## src/rtl/switch_pkg.sv

```systemverilog
// Shared constants and per-output state encoding for the switch allocator and crossbar.
package switch_pkg;
  localparam int N_PORTS = 4;
  localparam int PORT_W  = 2;

  typedef enum logic {
    IDLE = 1'b0,
    BUSY = 1'b1
  } port_state_e;
endpackage

```

## src/rtl/switch_allocator_if.sv

```systemverilog
// Request/grant bundle between the input ports and the switch allocator.
interface switch_allocator_if;
  import switch_pkg::*;

  // An input holds req_valid with a fixed req_dest until grant rises; the
  // connection lasts until the owner raises req_last or drops req_valid.
  logic [N_PORTS-1:0]        req_valid;
  logic [N_PORTS*PORT_W-1:0] req_dest;
  logic [N_PORTS-1:0]        req_last;
  logic [N_PORTS-1:0]        grant;
  logic [N_PORTS*PORT_W-1:0] sel;
  logic [N_PORTS-1:0]        out_busy;

  modport master (
    output req_valid, req_dest, req_last,
    input  grant, sel, out_busy
  );

  modport slave (
    input  req_valid, req_dest, req_last,
    output grant, sel, out_busy
  );
endinterface

```

## src/rtl/switch_allocator_rr_arbiter.sv

```systemverilog
// Combinational round-robin pick: first set request at or after ptr, modulo N_PORTS.
module rr_arbiter
  import switch_pkg::*;
(
  input  logic [N_PORTS-1:0] req,
  input  logic [PORT_W-1:0]  ptr,
  output logic [N_PORTS-1:0] gnt,
  output logic [PORT_W-1:0]  idx
);
  logic [PORT_W-1:0] probe;

  // Walk offsets from far to near so the nearest request overwrites the rest.
  always_comb begin
    gnt   = '0;
    idx   = '0;
    probe = '0;
    for (int k = N_PORTS - 1; k >= 0; k--) begin
      probe = ptr + PORT_W'(k);
      if (req[probe]) begin
        gnt        = '0;
        gnt[probe] = 1'b1;
        idx        = probe;
      end
    end
  end
endmodule

```

## src/rtl/switch_allocator.sv

```systemverilog
// Per-output IDLE/BUSY connection FSMs with round-robin arbitration; all outputs registered.
module switch_allocator
  import switch_pkg::port_state_e, switch_pkg::IDLE, switch_pkg::BUSY;
#(
  parameter int N_PORTS = 4,
  parameter int PORT_W  = 2
) (
  input  logic                      clk,
  input  logic                      rst,
  switch_allocator_if.slave         bus,
  output port_state_e [N_PORTS-1:0] fsm_state
);
  port_state_e [N_PORTS-1:0]             state_q, state_d;
  logic        [N_PORTS-1:0][PORT_W-1:0] owner_q, owner_d;
  logic        [N_PORTS-1:0][PORT_W-1:0] ptr_q, ptr_d;
  logic        [N_PORTS-1:0]             grant_q, grant_d;
  logic        [N_PORTS-1:0]             busy_q, busy_d;
  logic        [N_PORTS*PORT_W-1:0]      sel_q, sel_d;

  logic [N_PORTS-1:0] cand    [N_PORTS];
  logic [N_PORTS-1:0] arb_gnt [N_PORTS];
  logic [PORT_W-1:0]  arb_idx [N_PORTS];

  // Idle outputs only see ungranted inputs naming them; busy outputs see nothing.
  always_comb begin
    for (int j = 0; j < N_PORTS; j++) begin
      cand[j] = '0;
      for (int i = 0; i < N_PORTS; i++) begin
        cand[j][i] = (state_q[j] == IDLE) && bus.req_valid[i] && !grant_q[i] &&
                     (bus.req_dest[i*PORT_W +: PORT_W] == PORT_W'(j));
      end
    end
  end

  for (genvar j = 0; j < N_PORTS; j++) begin : g_arb
    rr_arbiter u_arb (
      .req (cand[j]),
      .ptr (ptr_q[j]),
      .gnt (arb_gnt[j]),
      .idx (arb_idx[j])
    );
  end

  always_comb begin
    state_d = state_q;
    owner_d = owner_q;
    ptr_d   = ptr_q;
    for (int j = 0; j < N_PORTS; j++) begin
      case (state_q[j])
        IDLE: begin
          if (|arb_gnt[j]) begin
            state_d[j] = BUSY;
            owner_d[j] = arb_idx[j];
            ptr_d[j]   = arb_idx[j] + PORT_W'(1);
          end
        end
        BUSY: begin
          if (!bus.req_valid[owner_q[j]] || bus.req_last[owner_q[j]]) begin
            state_d[j] = IDLE;
            owner_d[j] = '0;
          end
        end
      endcase
    end

    // Output registers are loaded from the next state so they line up with it.
    grant_d = '0;
    busy_d  = '0;
    sel_d   = '0;
    for (int j = 0; j < N_PORTS; j++) begin
      if (state_d[j] == BUSY) begin
        grant_d[owner_d[j]]         = 1'b1;
        busy_d[j]                   = 1'b1;
        sel_d[j*PORT_W +: PORT_W]   = owner_d[j];
      end
    end
  end

  always_ff @(posedge clk) begin
    if (rst) begin
      state_q <= {N_PORTS{IDLE}};
      owner_q <= '0;
      ptr_q   <= '0;
      grant_q <= '0;
      busy_q  <= '0;
      sel_q   <= '0;
    end else begin
      state_q <= state_d;
      owner_q <= owner_d;
      ptr_q   <= ptr_d;
      grant_q <= grant_d;
      busy_q  <= busy_d;
      sel_q   <= sel_d;
    end
  end

  assign bus.grant    = grant_q;
  assign bus.out_busy = busy_q;
  assign bus.sel      = sel_q;
  assign fsm_state    = state_q;
endmodule
```

## src/flat_wrapper.sv

```systemverilog
// flat-port wrapper written by rule: the top's interface ports become plain ports
module switch_allocator_flat import switch_pkg::port_state_e, switch_pkg::IDLE, switch_pkg::BUSY;
#(
  parameter int N_PORTS = 4,
  parameter int PORT_W  = 2
)
  (clk, rst, fsm_state, bus_req_valid, bus_req_dest, bus_req_last, bus_grant, bus_sel, bus_out_busy);
  switch_allocator_if bus_i ();
  input  logic clk;
  input  logic rst;
  output port_state_e [N_PORTS-1:0] fsm_state;
  input wire logic [$bits(bus_i.req_valid)-1:0] bus_req_valid;
  input wire logic [$bits(bus_i.req_dest)-1:0] bus_req_dest;
  input wire logic [$bits(bus_i.req_last)-1:0] bus_req_last;
  output wire logic [$bits(bus_i.grant)-1:0] bus_grant;
  output wire logic [$bits(bus_i.sel)-1:0] bus_sel;
  output wire logic [$bits(bus_i.out_busy)-1:0] bus_out_busy;
  assign bus_i.req_valid = bus_req_valid;
  assign bus_i.req_dest = bus_req_dest;
  assign bus_i.req_last = bus_req_last;
  assign bus_grant = bus_i.grant;
  assign bus_sel = bus_i.sel;
  assign bus_out_busy = bus_i.out_busy;
  switch_allocator #(.N_PORTS(N_PORTS), .PORT_W(PORT_W)) u_core (.clk(clk), .rst(rst), .bus(bus_i), .fsm_state(fsm_state));
endmodule
```

## config.mk

```make
export PLATFORM = sky130hd
export DESIGN_NAME = switch_allocator_flat
export DESIGN_NICKNAME = d
export VERILOG_FILES = /design/src/rtl/switch_pkg.sv /design/src/rtl/switch_allocator_if.sv /design/src/rtl/switch_allocator_rr_arbiter.sv /design/src/rtl/switch_allocator.sv /design/src/flat_wrapper.sv
export SDC_FILE = /design/constraint.sdc
export NUM_CORES = 1
export LEC_CHECK = 0
export ABC_CLOCK_PERIOD_IN_PS = 5600
export CAP_MARGIN = 20
export CORE_UTILIZATION = 56
export CTS_CLUSTER_SIZE = 30
export DETAILED_ROUTE_END_ITERATION = 10
export DONT_BUFFER_PORTS = 1
export GPL_TIMING_DRIVEN = 0
export PLACE_DENSITY = 0.71
export SYNTH_ARGS = -nofsm -noshare
export SYNTH_HDL_FRONTEND = slang
export SYNTH_SLANG_ARGS = --single-unit
```

## constraint.sdc

```tcl
create_clock -name clk -period 5.6 [get_ports clk]
set_input_delay 1.12 -clock clk [delete_from_list [all_inputs] [get_ports clk]]
set_output_delay 1.12 -clock clk [all_outputs]
set_load 0.03 [all_outputs]
```

======== Word-level counts from Yosys, hierarchy flattened ========
Cells that the tools add are included.
storage, ports and cells
  input port bits ......................... 18
  register bits ........................... 36
operators by class
  bitwise gates (word level) .............. 11
  muxes and demuxes ....................... 152
  reduce and logical (&&, ||, !) cells .... 96
  equality and inequality tests ........... 12
  add/sub/neg operators ................... 16
  $lt $le $gt $ge ......................... 44
operators by type and width
  operator                                                                      count
  4-bit two-way mux                                                             20
  2-bit by 3-bit less-than comparator with 1-bit output, second input constant  24
  1-bit logical AND                                                             68
  1-bit two-way mux                                                             56
  1-bit binary-select mux with 2-bit select                                     24
  2-bit two-way mux                                                             24
  1-bit demux with 2-bit select                                                 20
  2-bit by 1-bit >= comparator with 1-bit output, second input constant         20
  2-bit by 1-bit adder with 2-bit output, second input constant                 8
  2-bit adder, second input constant                                            8
  2-bit equality test, second input constant                                    8
  2-bit one-hot mux with 2 select lines                                         4
  4-bit OR reduction                                                            4
  4-bit OR                                                                      3
  2-bit by 1-bit equality test with 1-bit output, second input constant         4
  1-bit zero test                                                               8
  2-bit zero test                                                               4
  1-bit NOT                                                                     8
  1-bit one-hot mux with 2 select lines                                         4
  2-bit AND reduction                                                           4
  2-bit OR reduction                                                            4
  1-bit logical OR                                                              4

======== Depth between registers and ports, before layout ========
Gate-level depths: netlist (run 1).
  word-level depth ........................ 24
  depth in mapped cells ................... 12
  depth with buffers taken out ............ 10

======== Hierarchy ========
A second synthesis (run 1) with hierarchy kept.
unflattened totals
  cell total of the unflattened synthesis .. 465
  area total of the unflattened synthesis .. 3972.6 µm²
modules (own cells, without submodules)
  module                                   cells each  area each (µm²)  sequential area each (µm²)  times used
  switch_allocator                         219         1900.6           640.6                       1
  rr_arbiter at u_core.g_arb[0].u_arb ...  60          495.5            0.0                         3
  rr_arbiter at u_core.g_arb[3].u_arb      66          585.6            0.0                         1

======== Least setup slack after synthesis (run 1) ========
Ideal clock, no wire load.
  path kind ............................... input to register
  from .................................... input port bus_req_dest[2]
  to ...................................... register u_core.grant_q[1], in the netlist u_core.bus.grant[1]
  library setup time ...................... 0.077 ns
  arrival ................................. 3.162 ns
  required time ........................... 5.523 ns
  path slack .............................. 2.361 ns
  cell stages on the path ................. 8
  buffers on the path ..................... 1
  path through ............................ or4b_1 -> buf_2 -> mux4_2 -> nor3_2 -> mux2i_2 -> a211o_1 -> a2bb2oi_1 -> a41oi_2
between the ends
  word-level cells in the longest chain between the ends .. 22
RTL lines
  item                                       line                               text
  from (decl)                                flat_wrapper.sv:13                 input wire logic [$bits(bus_i.req_dest)-1:0] bus_req_dest;
  2-bit zero test                            switch_allocator.sv:30             (bus.req_dest[i*PORT_W +: PORT_W] == PORT_W'(j));
  1-bit logical AND                          switch_allocator.sv:29             cand[j][i] = (state_q[j] == IDLE) && bus.req_valid[i] && !grant_q[i] &&
  1-bit binary-select mux with 2-bit select  switch_allocator_rr_arbiter.sv:19  if (req[probe]) begin
  1-bit two-way mux (not written as such)    switch_allocator_rr_arbiter.sv:19
  4-bit two-way mux (4 in a row)             switch_allocator_rr_arbiter.sv:19
  4-bit OR reduction                         switch_allocator.sv:51             if (|arb_gnt[j]) begin
  2-bit two-way mux                          switch_allocator.sv:51
  2-bit one-hot mux with 2 select lines      switch_allocator.sv:49             case (state_q[j])
  (+3 left out)                              --
  1-bit demux with 2-bit select              --
  4-bit two-way mux                          switch_allocator.sv:71             if (state_d[j] == BUSY) begin
  4-bit OR (no source line)                  --
  4-bit two-way mux                          switch_allocator.sv:71
  4-bit OR (no source line)                  --
  4-bit two-way mux                          switch_allocator.sv:71
  4-bit OR (no source line)                  --
  4-bit two-way mux (*)                      switch_allocator.sv:71
  to (signal assigned)                       switch_allocator.sv:91             grant_q <= grant_d;
  to (decl)                                  switch_allocator.sv:16             logic [N_PORTS-1:0] grant_q, grant_d;
Mark *: on every way between the ends. The rest lies on a longest branch, timed or not. The select of a mux whose other input is x is not followed.
A chain may end at the register's enable or synchronous reset.

======== Final worst setup path (run 1) ========
  from .................................... register u_core.ptr_q[2] (netlist name)
  to ...................................... register u_core.grant_q[0], in the netlist u_core.bus.grant[0]
between the ends
  word-level cells in the longest chain between the ends .. 22
RTL lines
  item                                                                                                                                           line                               text
  from (decl)                                                                                                                                    switch_allocator.sv:15             logic [N_PORTS-1:0][PORT_W-1:0] ptr_q, ptr_d;
  from (signal assigned)                                                                                                                         switch_allocator.sv:90             ptr_q <= ptr_d;
  2-bit adder                                                                                                                                    switch_allocator_rr_arbiter.sv:18  probe = ptr + PORT_W'(k);
  2-bit by 3-bit less-than comparator with 1-bit output (not written as such) or 2-bit by 1-bit >= comparator with 1-bit output (tied branches)  switch_allocator_rr_arbiter.sv:21  gnt[probe] = 1'b1;
  1-bit logical AND (not written as such)                                                                                                        switch_allocator_rr_arbiter.sv:21
  1-bit two-way mux (not written as such)                                                                                                        switch_allocator_rr_arbiter.sv:21
  1-bit demux with 2-bit select                                                                                                                  switch_allocator_rr_arbiter.sv:21
  4-bit two-way mux (4 in a row)                                                                                                                 switch_allocator_rr_arbiter.sv:19
  4-bit OR reduction                                                                                                                             switch_allocator.sv:51
  2-bit two-way mux                                                                                                                              switch_allocator.sv:51
  (+3 left out)                                                                                                                                  --
  1-bit two-way mux (not written as such)                                                                                                        switch_allocator.sv:72             grant_d[owner_d[j]] = 1'b1;
  1-bit demux with 2-bit select                                                                                                                  --
  4-bit OR (no source line)                                                                                                                      --
  4-bit two-way mux (*)                                                                                                                          switch_allocator.sv:71
  4-bit OR (no source line)                                                                                                                      --
  4-bit two-way mux (*)                                                                                                                          switch_allocator.sv:71
  4-bit OR (no source line)                                                                                                                      --
  4-bit two-way mux (*)                                                                                                                          switch_allocator.sv:71
Marks and branches as above.

==> results of run 1 <==
==> worst max-delay path by stage <==
stage	to	slack (ns)
final	u_core.bus.grant[0]	1.98
after floorplan	u_core.bus.grant[1]	2.36
after detailed placement	u_core.bus.grant[2]	2.04
after global placement	u_core.bus.grant[3]	1.88
after global routing	u_core.bus.grant[0]	1.80
after CTS	u_core.bus.grant[0]	2.06
==> per-stage QoR <==
stage	hold WS [ns]	total power, mW
6_report	0.547	1.66
5_1_grt	0.579	1.81
4_1_cts	0.544	1.65
3_5_place_dp	0.539	1.46
3_3_place_gp	0.522	1.44
2_1_floorplan	0.491	1.27
==> layout by cell type, fill, tap and decap left out, types with 4 or more instances in the layout <==
cell type,Yosys,layout
mux2i_1,10,10
dfxtp_1,32,32
nand3b_1,5,5
a21oi_1,17,17
a211oi_1,7,7
a22oi_1,6,6
nand3_1,8,8
or4b_1,4,4
nor3_1,8,8
clkbuf_1,15,15
buf_4,4,4
or3_1,6,6
ha_1,32,32
nand2_1,19,19
and4b_1,4,4
o21ai_0,17,17
mux2_2,4,4
a2bb2oi_1,4,4
clkbuf_8,0,6
nand2b_1,13,13
o211ai_1,5,5
nor2_1,35,35
a31oi_1,7,7
nor4_1,9,9
nand4b_1,4,4
mux4_2,7,7
and2_1,4,4
nor2b_1,12,12
inv_1,15,15
a221oi_1,4,4
==> state kept, by name, summed over array words and instances, names as in the netlist <==
register	cells
u_core.bus.sel	8
u_core.bus.out_busy	4
u_core.bus.grant	4
u_core.ptr_q	8
u_core.owner_q	8
==> metal layers <==
| layer | up-vias | wire (um) |
|---|---|---|
| met5 | - | 0 |
| met4 | 0 | 213 |
| met3 | 23 | 599 |
| met2 | 111 | 3620 |
| met1 | 1396 | 3450 |
| li1 | 1420 | - |
==> critical path, cell delays in order, from the launching register on <==
cell and delay [ns]:
dfxtp_1 0.41, clkbuf_1 0.34, inv_1 0.22, ha_1 0.43, or3_1 0.33, o221ai_1 0.27, o32ai_1 0.15, a22oi_1 0.24
mux2_2 0.46, mux2i_1 0.33, o21ai_0 0.16, a41oi_1 0.21
==> cells by family after synthesis <==
kind of cell / synth area share (%)
flops: 20.5
simple gates: 28.2
fa+ha+maj: 12.8
compound gates: 22.2
xor+xnor: 1.12
mux: 10.1
buf+inv: 4.89
==> cell type report <==
class / count / share of cell area (%)
well taps: 70 / 2.65
flip-flops and latches: 32 / 19.4
inverters: 15 / 1.70
clock inverters: 2 / 0.303
repair buffers: 1 / 0.114
multi-input cells: 304 / 70.4
clock buffers: 6 / 2.50
plain buffers: 21 / 2.92
==> cells in the mapped netlist, drive strengths merged (3+ instances only) <==
| cell | count |
|---|---|
| nor2 | 35 |
| dfxtp | 32 |
| ha | 32 |
| a21oi | 19 |
| nand2 | 19 |
| o21ai | 18 |
| clkbuf | 15 |
| inv | 15 |
| nand2b | 13 |
| nor2b | 12 |
| mux2i | 11 |
| nor3 | 9 |
| nor4 | 9 |
| a211oi | 8 |
| nand3 | 8 |
| a31oi | 7 |
| mux4 | 7 |
| a22oi | 6 |
| buf | 6 |
| or3 | 6 |
| nand3b | 5 |
| o211ai | 5 |
| a221oi | 4 |
| a2bb2oi | 4 |
| and2 | 4 |
| and4b | 4 |
| mux2 | 4 |
| nand4b | 4 |
| or4b | 4 |
| a211o | 3 |
| a21o | 3 |
| and4bb | 3 |
| nand4 | 3 |
| xnor2 | 3 |
==> where the power goes <==
group | switching, mW | internal [mW] | total (mW)
sequential | 0.151 | 0.295 | 0.446
clock | 0.0868 | 0.0980 | 0.185
combinational | 0.605 | 0.425 | 1.03
==> results.yml, run 1 <==
sta:
  period_share_pct: 64.7
  clock_skew_ns: 0.00713
  min_period_ns: 3.62
  setup_violations: 0
  maxSlewHeadroom_pct: 43.2
  finalHoldViolCount: 0
  tns_ns: 0
  max_freq_mhz: 276
  setup_ws_ns: 1.98
  worstMarginPinSlew_ns: 0.845
  rsz0062_at_grt: "no"
  finalMaxSlewViolations: 0
global_route:
  met3_usage_pct: 6.47
  grt.busiest_layer: "met2"
  globalRouteMet1Util_pct: 37.0
  antenna_found_initial: 0
  gr-usage-met2_pct: 42.8
  grt_pass1_wl_um: 13200
  grt_pass1_vias: 2730
  grt_max_degree: 11
  grt-ovfl-total: 0
  track_usage_pct: 27.7
final_layout:
  final_layout_size_suffix_gt1_share_pct: 9.71
  postLayoutCoreUtil_pct: 63.1
  areaGrowthSynthToFinish_pct: 5.90
  fin_nets: 430
  nFillCells: 466
  multi_input_area_mm2: 0.00233
  seq_area_um2: 641
  stdcell_area_mm2: 0.00330
  layout.cells.non_filler: 451
  antennaDiodeCount: 0
clock_network:
  cts_sinks: 32
  cts_made_buffers: 5
  post_cts_buffers: 0
  root_buffer: "clkbuf_8"
  cts_tree: "yes"
  clk_path_buf_depth: 2
  ctsHoldBuffers: 0
  path_clk_slew_ns: 0.07
  ctsResizeCount: 0
  clk_latency_ns: 0.29
  cts_htree_levels: 2
synth:
  yosysWarnings: 0
  synthArstFlopShare_pct: 0
  synth-main-ff-cell: "dfxtp_1"
  synth_area_mm2: 0.00312
  synth_edf_count: 0
  yosys.area.top_type: "dfxtp_1"
  avgSynthCellArea_um2: 8.39
  synth_fp_nets: 422
  yosysSeqAreaShare_pct: 20.5
  synth.distinct_cells: 68
  postSynthCellCount: 372
  synth_area_leaders: "dfxtp_1 (21%), ha_1 (13%), mux4_2 (5.1%)"
  synth_top_area_share_pct: 20.5
  synth-seq-cells: 32
critical_path:
  required_ns: 5.81
  reg2reg_from: "u_core.ptr_q[2]"
  r2r_setup_slack_ns: 1.98
  worstPathMaxFanout: 10
  path_class: "reg2reg"
  end_kind: "register"
  r2r_cells: 11
  cp-start-kind: "register"
  arrival_ns: 3.83
  critical_path.startpoint: "u_core.ptr_q[2]"
  r2r_end: "u_core.bus.grant[0]"
worst_hold_path:
  whs_path_depth: 2
  hold_class: "reg2reg"
  hold_path_end: "u_core.owner_q[4]"
  hp-start: "u_core.owner_q[4]"
place:
  placed_area_mm2: 0.00321
  dpl.hpwl_um: 5860
  gp_congestion: 0.881
  pre_cts_ws_ns: 2.04
  dp_cells: 443
  io_buffers: 0
floorplan:
  core_area_mm2: 0.00524
  die_area_mm2: 0.00587
  die_w_um: 76.6
  ios: 38
  die_h_um: 76.6
  start_util_pct: 59.6
  rows: 26
routing:
  wire_per_inst_um: 17.5
  drtAntennaViolNets: 0
  viasPerCell: 6.54
  drc_errors: 0
  drt_wl_total_um: 7880
  dr.pass1.iters: 5
  first_iter_violations: 242
  dr_total_vias: 2950
power_and_ir_drop:
  power.leakage_nw: 1.23
  ir_worst_vdd_mv: 0.240
  cellPowerDensity_mw_per_mm2: 503
run:
  drv_cap: 0
run_status:
  outcome: "complete, no violations"
Note: power is estimated with default switching activity, not from simulation.
==> run 2, diff against run 1 <==
Settings changed: ABC_AREA set to 1, ABC_CLOCK_PERIOD_IN_PS 5600 to 3400.
Clock period 5.6 ns to 3.4 ns, I/O delays scaled along.
==> results.yml, run 2 <==
synth:
  synth_area_mm2: 0.00319
  synth-seq-cells: 32
  synth_most_common_cell: "nand2_1"
  yosys.area.top_type: "dfxtp_1"
  synth_fa_ha_area_share_pct: 12.5
  synth_compound_area_share_pct: 6.31
  synth_top_area_share_pct: 20.1
  yosysWarnings: 0
  synth_common_cells: "nand2_1 (146), inv_1 (63), nor2_1 (61)"
  synth_edf_count: 0
  synth_top_family_by_area: "simple AND/OR/NAND/NOR gates"
  postSynthCellCount: 518
  synth_mux_area_share_pct: 0
  synth_fp_nets: 568
  yosysSeqAreaShare_pct: 20.1
  avgSynthCellArea_um2: 6.16
  synth-simple-area-share_pct: 50.2
  yosys.area_share.xor_xnor_pct: 0.823
  synthArstFlopShare_pct: 0
  synth-main-ff-cell: "dfxtp_1"
  synth_area_leaders: "dfxtp_1 (20%), nand2_1 (17%), ha_1 (13%)"
  synth.distinct_cells: 32
worst_hold_path:
  whs_path_depth: 1
  hp-start: "rst"
  hold_path_end: "u_core.owner_q[3]"
  hold_class: "in2reg"
sta:
  clock_skew_ns: 0.00603
  worstMarginPinSlew_ns: 0.635
  setup_ws_ns: 0.854
  rsz0062_at_grt: "no"
  setup_violations: 0
  max_freq_mhz: 393
  min_period_ns: 2.55
  tns_ns: 0
  period_share_pct: 74.9
  finalHoldViolCount: 0
  finalMaxSlewViolations: 0
  maxSlewHeadroom_pct: 57.6
critical_path:
  r2r_setup_slack_ns: 0.85
  reg2reg_from: "u_core.ptr_q[6]"
  r2r_end: "u_core.bus.grant[2]"
  path_class: "reg2reg"
  worstPathMaxFanout: 9
  r2r_cells: 15
  end_kind: "register"
  required_ns: 3.64
  cp-start-kind: "register"
  arrival_ns: 2.78
place:
  pre_cts_ws_ns: 0.871
  gp_congestion: 0.920
  io_buffers: 0
  dp_cells: 590
  dpl.hpwl_um: 6040
clock_network:
  ctsResizeCount: 0
  cts_tree: "yes"
  cts_sinks: 32
  ctsHoldBuffers: 0
  cts_htree_levels: 2
  root_buffer: "clkbuf_8"
  cts_made_buffers: 5
  clk_path_buf_depth: 2
  path_clk_slew_ns: 0.07
  clk_latency_ns: 0.29
  post_cts_buffers: 0
floorplan:
  die_w_um: 77.5
  die_h_um: 77.5
  die_area_mm2: 0.00601
  ios: 38
  start_util_pct: 58.0
  core_area_mm2: 0.00551
  rows: 27
final_layout:
  areaGrowthSynthToFinish_pct: 6.19
  postLayoutCoreUtil_pct: 61.6
  fin_nets: 575
  layout_commonest_cell: "nand2_1"
  layout.cells.non_filler: 598
  antennaDiodeCount: 0
  final_layout_size_suffix_gt1_share_pct: 13.9
  nFillCells: 523
  layout_common_cells: "nand2_1 (146), inv_1 (63), nor2_1 (61), nand3_1 (52)"
routing:
  dr.pass1.iters: 5
  drc_errors: 0
  viasPerCell: 5.25
  drtAntennaViolNets: 0
  wire_per_inst_um: 12.6
  dr_total_vias: 3142
  drt_wl_total_um: 7560
  first_iter_violations: 179
global_route:
  grt-ovfl-total: 0
  track_usage_pct: 26.6
  grt_pass1_wl_um: 12800
  grt_max_degree: 12
  grt_pass1_vias: 2811
  antenna_found_initial: 0
power_and_ir_drop:
  power.leakage_nw: 1.83
  cellPowerDensity_mw_per_mm2: 1120
  p_total_mw: 3.78
  ir_worst_vdd_mv: 0.581
run:
  drv_cap: 0
run_status:
  outcome: "complete, no violations"
-- run 2: cell types whose count changed after synthesis, sizes merged, moves of 6 or more --
cell / change
a31oi: -7
inv: +59
a22oi: -6
nand3: +50
clkbuf: -13
nand4: +15
or3: -6
nand2b: -13
mux4: -7
nand2: +153
mux2i: -11
nor2: +39
nor2b: -12
nor4: -6
-- run 2: final cells by class --
class	instances	area, um2	share of cell area [%]
clock inverter	2	35.0	1.03
multi-input combinational	405	2230	65.8
sequential	32	641	18.9
clock buffer	6	72.6	2.14
tap	72	90.1	2.66
buffer	7	42.5	1.26
inverter	74	278	8.19
-- run 2: power by group --
part	switching, mW	internal [mW]
combinational	1.73	0.864
clock	0.141	0.217
sequential	0.309	0.524
total	2.18	1.61
-- run 2: through the flow --
| stage | hold WS, ns | instance area, um2 |
|---|---|---|
| 2_1_floorplan | 0.554 | 3190 |
| 3_3_place_gp | 0.600 | 3280 |
| 3_5_place_dp | 0.614 | 3280 |
| 4_1_cts | 0.461 | 3390 |
| 5_1_grt | 0.465 | 3390 |
| 6_report | 0.468 | 3390 |
-- run 2: kinds of logic after synthesis --
logic type	Yosys count
AND/OR/NAND/NOR	335
buffers and inverters	81
AO/OA/AOI/OAI	35
adder cells (fa/ha/maj)	32
flip-flops	32
XOR/XNOR	3
-- run 2: metal layers --
| metal | vias to the layer above | wire length [um] | part of all wire (%) | GRT usage (%) |
|---|---|---|---|---|
| met4 | 0 | 87 | 1.2 | 7.92 |
| met5 | - | 0 | 0 | 0 |
| met2 | 81 | 3450 | 46 | 44.5 |
| met1 | 1387 | 3550 | 47 | 34.5 |
| li1 | 1664 | - | - | - |
| met3 | 10 | 468 | 6.2 | 4.71 |
-- run 2: how the worst max path moves through the flow --
stage,startpoint,end,depth (start not counted)
2_1_floorplan,u_core.ptr_q[2],u_core.bus.grant[0],13
3_3_place_gp,u_core.ptr_q[4],u_core.bus.grant[2],13
3_5_place_dp,u_core.ptr_q[0],u_core.bus.grant[1],15
4_1_cts,u_core.ptr_q[0],u_core.bus.grant[0],15
5_1_grt,u_core.ptr_q[0],u_core.bus.grant[1],15
6_report,u_core.ptr_q[6],u_core.bus.grant[2],15
-- run 2: worst max-delay path, stage by stage, from the launching register on --
cell and delay, ns:
dfxtp_1 0.41, buf_2 0.26, inv_2 0.14, ha_1 0.37, inv_1 0.09, nand3_1 0.11
nand2_1 0.09, nor2_2 0.12, nand4_2 0.17, nand3_1 0.14, nand2_1 0.09, a21oi_1 0.18
nand2_1 0.10, nand3_1 0.11, nand2_1 0.06, nand2_1 0.05
